<file path="src/rtl/pipe_stage_reg.sv">
// Pipeline stage register with valid/ready handshake, optional 2-entry skid buffer,
// bubble insertion on flush and a saturating back-pressure counter.
module pipe_stage_reg #(
  parameter int DATA_W = 32,
  parameter int CTRL_W = 11,
  parameter int SKID   = 1,
  parameter int CNT_W  = 16
) (
  input  logic              clk,
  input  logic              rst,
  input  logic              flush,
  input  logic              in_valid,
  output logic              in_ready,
  input  logic [CTRL_W-1:0] in_ctrl,
  input  logic [DATA_W-1:0] in_data,
  output logic              out_valid,
  input  logic              out_ready,
  output logic [CTRL_W-1:0] out_ctrl,
  output logic [DATA_W-1:0] out_data,
  output logic [1:0]        occupancy,
  output logic [CNT_W-1:0]  stall_cnt
);

  typedef enum logic [1:0] {
    EMPTY = 2'd0,
    BUSY  = 2'd1,
    FULL  = 2'd2
  } state_e;

  state_e            state_q, state_d;
  logic              in_ready_q, in_ready_d;
  logic [CNT_W-1:0]  stall_cnt_q, stall_cnt_d;
  logic [CTRL_W-1:0] head_ctrl_q, head_ctrl_d;
  logic [CTRL_W-1:0] skid_ctrl_q, skid_ctrl_d;
  logic [DATA_W-1:0] head_data_q, head_data_d;
  logic [DATA_W-1:0] skid_data_q, skid_data_d;
  logic              push;
  logic              pop;

  // Skid mode breaks the out_ready -> in_ready path; single-register mode keeps it.
  assign out_valid = (state_q != EMPTY);
  assign in_ready  = (SKID != 0) ? in_ready_q : (!out_valid || out_ready);
  assign push      = in_valid && in_ready;
  assign pop       = out_valid && out_ready;
  assign occupancy = state_q;
  assign stall_cnt = stall_cnt_q;
  // Payload registers are not reset; gating by valid gives NOP bubbles.
  assign out_ctrl  = out_valid ? head_ctrl_q : '0;
  assign out_data  = out_valid ? head_data_q : '0;

  always_comb begin
    state_d     = state_q;
    head_ctrl_d = head_ctrl_q;
    head_data_d = head_data_q;
    skid_ctrl_d = skid_ctrl_q;
    skid_data_d = skid_data_q;
    stall_cnt_d = stall_cnt_q;
    case (state_q)
      EMPTY: begin
        if (push) begin
          state_d     = BUSY;
          head_ctrl_d = in_ctrl;
          head_data_d = in_data;
        end
      end
      BUSY: begin
        if (push && pop) begin
          head_ctrl_d = in_ctrl;
          head_data_d = in_data;
        end else if (push && (SKID != 0)) begin
          state_d     = FULL;
          skid_ctrl_d = in_ctrl;
          skid_data_d = in_data;
        end else if (pop) begin
          state_d = EMPTY;
        end
      end
      FULL: begin
        if (pop) begin
          state_d     = BUSY;
          head_ctrl_d = skid_ctrl_q;
          head_data_d = skid_data_q;
        end
      end
      default: state_d = EMPTY;
    endcase
    if (flush) state_d = EMPTY;
    if (out_valid && !out_ready && !flush && (stall_cnt_q != '1))
      stall_cnt_d = stall_cnt_q + 1'b1;
    in_ready_d = (state_d != FULL);
  end

  always_ff @(posedge clk) begin
    if (rst) begin
      state_q     <= EMPTY;
      in_ready_q  <= 1'b1;
      stall_cnt_q <= '0;
    end else begin
      state_q     <= state_d;
      in_ready_q  <= in_ready_d;
      stall_cnt_q <= stall_cnt_d;
    end
  end

  always_ff @(posedge clk) begin
    head_ctrl_q <= head_ctrl_d;
    head_data_q <= head_data_d;
    skid_ctrl_q <= skid_ctrl_d;
    skid_data_q <= skid_data_d;
  end

endmodule

</file>
<file path="config.mk">
export PLATFORM = sky130hd
export DESIGN_NAME = pipe_stage_reg
export DESIGN_NICKNAME = d
export VERILOG_FILES = /design/src/rtl/pipe_stage_reg.sv
export SDC_FILE = /design/constraint.sdc
export NUM_CORES = 1
export LEC_CHECK = 0
export CAP_MARGIN = 5
export CORE_MARGIN = 2
export CORE_UTILIZATION = 49
export CTS_BUF_LIST = sky130_fd_sc_hd__clkbuf_16
export DETAILED_ROUTE_END_ITERATION = 12
export MAX_ROUTING_LAYER = met4
export PLACE_DENSITY = 0.8
export SYNTH_ARGS = -nofsm -noshare
export SYNTH_HDL_FRONTEND = slang
export SYNTH_SLANG_ARGS = --single-unit
export TNS_END_PERCENT = 10
</file>
<file path="constraint.sdc">
create_clock -name clk -period 5.6 [get_ports clk]
set_clock_uncertainty 0.2 [all_clocks]
set_input_delay 0.56 -clock clk [delete_from_list [all_inputs] [get_ports clk]]
set_output_delay 0.56 -clock clk [all_outputs]
set_load 0.01 [all_outputs]
</file>
# Word level (Yosys, flattened, before mapping)
# Index checks and enable logic that the tools add are counted.
# totals
regBits	105
in_bits	48
wordCells	46
# classes
reduce_logical	13
n_eq_ne	7
muxes	17
add_sub_neg	1
bitwise	1
# op_table
op	n
2-to-1 mux 32 bit	4
one-hot mux 32 bit (3 select lines)	1
2-to-1 mux 11 bit	4
one-hot mux 11 bit (3 select lines)	1
adder 16 x 1 -> 16 bit, second input constant	1
!= test 16 bit, second input constant	1
2-to-1 mux 2 bit	6
!= test 2 bit, second input constant	4
logical AND 1 bit	6
one-hot mux 2 bit (3 select lines)	1
AND reduction 4 bit	1
AND reduction 3 bit	1
nonzero test 3 bit	1
== test 2 x 1 -> 1 bit, second input constant	1
== test 2 bit, second input constant	1
zero test 1 bit	2
zero test 2 bit	1
nonzero test 2 bit	1
inverter 1 bit	1

# Logic depth before layout (Yosys ltp)
# depth
ltp_word	8
ltp_mapped	6
mapped_depth_nobuf	5

# Worst setup path after synthesis
# No wires, ideal clock.
# synth_timing
kind	input-to-reg
startpoint	input port in_valid
endpoint	register head_ctrl_q[0], enable pin
arrival_time_ns	3.888
setup_time_ns	0.508
stages	2
path_buffers	0
slack_ns	1.005
path_cell_list	nand2_1 > o31ai_1
# synth_via
elab_chain_len	4
elab_cells_between_ends	5
cone_classes	eq/ne (2); reduce/logical (3)
# synth_rtl
item	line	text
start: declaration	12	input logic in_valid,
logical AND 1 bit (*)	43	assign push = in_valid && in_ready;
logical AND 1 bit	67	if (push && pop) begin
!= test 2 bit (no line)	-	
AND reduction 4 bit (no line) (*)	-	
end signal: assignment	106	head_ctrl_q <= head_ctrl_d;
end: declaration	33	logic [CTRL_W-1:0] head_ctrl_q, head_ctrl_d;
# Every way passes the cells marked *; elsewhere a longest branch is shown, timed or not.
# A chain may end at the register's enable or synchronous reset.

# Worst setup path after layout
# layout_timing
startpoint	register state_q[1] (netlist: occupancy[1])
endpoint	output port out_data[0]
# layout_via
elab_chain_len	2
# layout_rtl
item	line	text
start: declaration	30	state_e state_q, state_d;
start signal: assignment	99	state_q <= state_d;
nonzero test 2 bit	41	assign out_valid = (state_q != EMPTY);
2-to-1 mux 32 bit	49	assign out_data = out_valid ? head_data_q : '0;
end: declaration	19	output logic [DATA_W-1:0] out_data,
# No other way between the ends.

==> metrics.txt <==
count of final setup violators=0; via/cell ratio=approximately 5.3; Area growth syn-to-layout=33.1%; ys async rst share=0%; synth warn=0; WL per Instance=around 16 µm; Reg-to-Reg Start=occupancy[0]$_SDFF_PP0_; critical hold path startpoint=stall_cnt[11]$_SDFFE_PP0P_; Worst Hold End=stall_cnt[11]$_SDFFE_PP0P_; initial antenna violation count=0; fill cell count=632; register area=2960 µm²; peak fanout along the critical path=between 50 and 60; layout cell share with drive strength beyond 1=a little under a fifth; Hold Vio Cnt, Final=0; top cells by instance count after synthesis=edfxtp_1 (86), mux2_2 (46), and2_1 (44); Die Ht=between 90 and 100 µm; Worst Hold Depth=2; capture point of the worst reg-to-reg path=skid_ctrl_q[5]$_DFFE_PP_; worst slack, placed=2.67 ns; Die X=between 90 and 100 µm; max-cap viol count=0; Post-DP HPWL=between 5000 and 6000 µm; Bufs on Longest Clock Path=2; WP data arrival=about 2.2 ns; synthesized instance count=299; fin crit share=a little over half; PwrDens=around 260 nW/µm²; TritonRoute pass-1 iters=6; GRT Total Usage=roughly 18%; RSZ-0062 raised after global routing=false; Rel. slew slack=between 30% and 40%; vias in the first global route=about 2900; Placer Congestion=0.810; CTS buffer count=9; grt total ovfl=0; Placeable Area=8760 µm²; CTS tree=built; # Post-CTS Setup Buffers=0; routed via count=between 2000 and 3000; Final #Nets=between 400 and 500; DR iter-0 viols=approximately 160; Post-Syn Area per Cell=roughly 15 µm²; Mapped Nets=348; Slew @ Worst Pin=a little over 1 ns; Req. time, crit path=4.84 ns; run status=finished clean; largest net degree at the start of global routing=52; mapped cell area=roughly 4500 µm²; leakage power=a little over 2 nW; Tmin final=a little under 3 ns; Hold Slack=approximately 0.33 ns; area of the multi-input gates=between 1000 and 1500 µm²; R2R Setup Slk=3.29 ns; Synth Register Bits=roughly 110; Fmax=approximately 340 MHz; Worst path max stage delay=~0.54 ns; Top Ports=about 110; post-synth cell types=slightly above 40; Slew Limit Fails=0; ANT cells=0; Root Driver=clkbuf_16; worst skew pair latency=about 0.33 ns; kind of end point of the critical path=output port; Max VDD drop=around 0.13 mV; startpoint type of the worst setup path=flip-flop; cts repair resizes=0; Cell Chain, Critical Path=or2_1 > buf_4 > and2_1 > clkdlybuf4s50_1; share of the synthesized area in the top cell type=57.9%; Clock transition at path regs=around 0.070 ns; Max H-tree Level=3; setup ws final=between 2 and 3 ns; Crit Path Class=flip-flop to output port; EDFF count, synth=between 80 and 90; largest area contributor in the netlist=edfxtp_1; register area share after synthesis=66.4%; post-route ant nets=0; port bufs=between 100 and 150; CP top delay family=buffers and inverters; CTS Hold Bufs=0; initial cell density of the core=approximately half; slowest CP cell=clkdlybuf4s50_1; Die Footprint=just under 10000 µm²; r2r worst-path depth=2; worst min path class=flip-flop to flip-flop; Main synth FF type=edfxtp_1; Core Rows=34; global-route wire length before repair=between 10000 and 15000 µm; Critical path buffers and inverters=2; most common cell in the netlist=edfxtp_1; Post-Route WL=~8600 µm; drt drc=0; Clock Sinks=between 100 and 150; TNS Setup=0 ns; Area contributors post-synth=edfxtp_1 (58%), mux2_2 (12%), dfxtp_1 (8.5%)
[where the power goes]
part	total (mW)	internal, mW	switching (mW)
Sequential	0.880	0.874	0.00574
Clock	0.557	0.297	0.260
Combinational	0.130	0.0748	0.0548
[cells by family (layout without fill, tap and decap cells)]
logic type / after synthesis / count (layout) / synth area share (%)
flops: 105 / 105 / 66.4
simple gates: 102 / 102 / 15.9
mux: 49 / 49 / 12.3
compound gates: 24 / 24 / 3.14
buf+inv: 18 / 133 / 1.94
fa+ha+maj: 1 / 1 / 0.280
[per-layer routing]
layer  wire (µm)  part of all wire (%)  vias to the layer above  global-route usage [%]
li1            -                     -                     1343                       -
met3         301                   3.5                        8                    3.02
met2        4420                    51                       69                    30.1
met4         114                   1.3                        0                    6.74
met5           0                     0                        -                       -
met1        3750                    44                     1353                    23.1
[layout make-up]
cell class | count | share of cell area, %
sequential | 105 | 49.9
multi-input combinational | 176 | 24.2
tap | 108 | 2.28
inverter | 4 | 0.253
timing repair buffer | 113 | 18.9
clock buffer | 9 | 3.79
clock inverter | 7 | 0.675
[stage by stage]
stage | instances | utilization, % | total power, mW | area [µm²]
2_1_floorplan | 299 | - | 0.951 | 4460
3_3_place_gp | 506 | 64.7 | 1.02 | 5670
3_5_place_dp | 506 | 64.7 | 1.03 | 5670
4_1_cts | 522 | 67.7 | 1.58 | 5940
5_1_grt | 522 | 67.7 | 1.62 | 5940
6_report | 522 | 67.7 | 1.57 | 5940
[how the worst max path moves through the flow]
| stage | from | endpoint | cells past startpoint |
|---|---|---|---|
| after floorplan | in_valid | head_ctrl_q[0]$_DFFE_PP_ | 2 |
| after global placement | out_ready | skid_data_q[23]$_DFFE_PP_ | 3 |
| after detailed placement | out_ready | skid_data_q[3]$_DFFE_PP_ | 3 |
| after CTS | occupancy[1]$_SDFF_PP0_ | out_ctrl[8] | 4 |
| after global routing | occupancy[1]$_SDFF_PP0_ | out_ctrl[8] | 4 |
| final | occupancy[1]$_SDFF_PP0_ | out_data[0] | 4 |
[worst min-delay path: cells and delay by family (launching register included)]
kind	cells	cell delay, ns
AO/OA/AOI/OAI	2	0.13
flip-flops	1	0.36
[sequential cells by signal (all words and copies together) (netlist names)]
register	count
head_data_q	32
stall_cnt	16
skid_ctrl_q	11
occupancy	2
head_ctrl_q	11
in_ready	1
skid_data_q	32
[placed cells by master, fill, tap and decap left out, drive strengths merged, types with 5 or more instances in the layout]
master           n
or4              5
a21oi           11
inv              6
edfxtp          86
o31ai            5
or3              6
clkdlybuf4s50  110
o21ai            6
and2            44
nor2             9
dfxtp           19
mux2            47
clkbuf           9
Power figures use the tool's default switching activity.
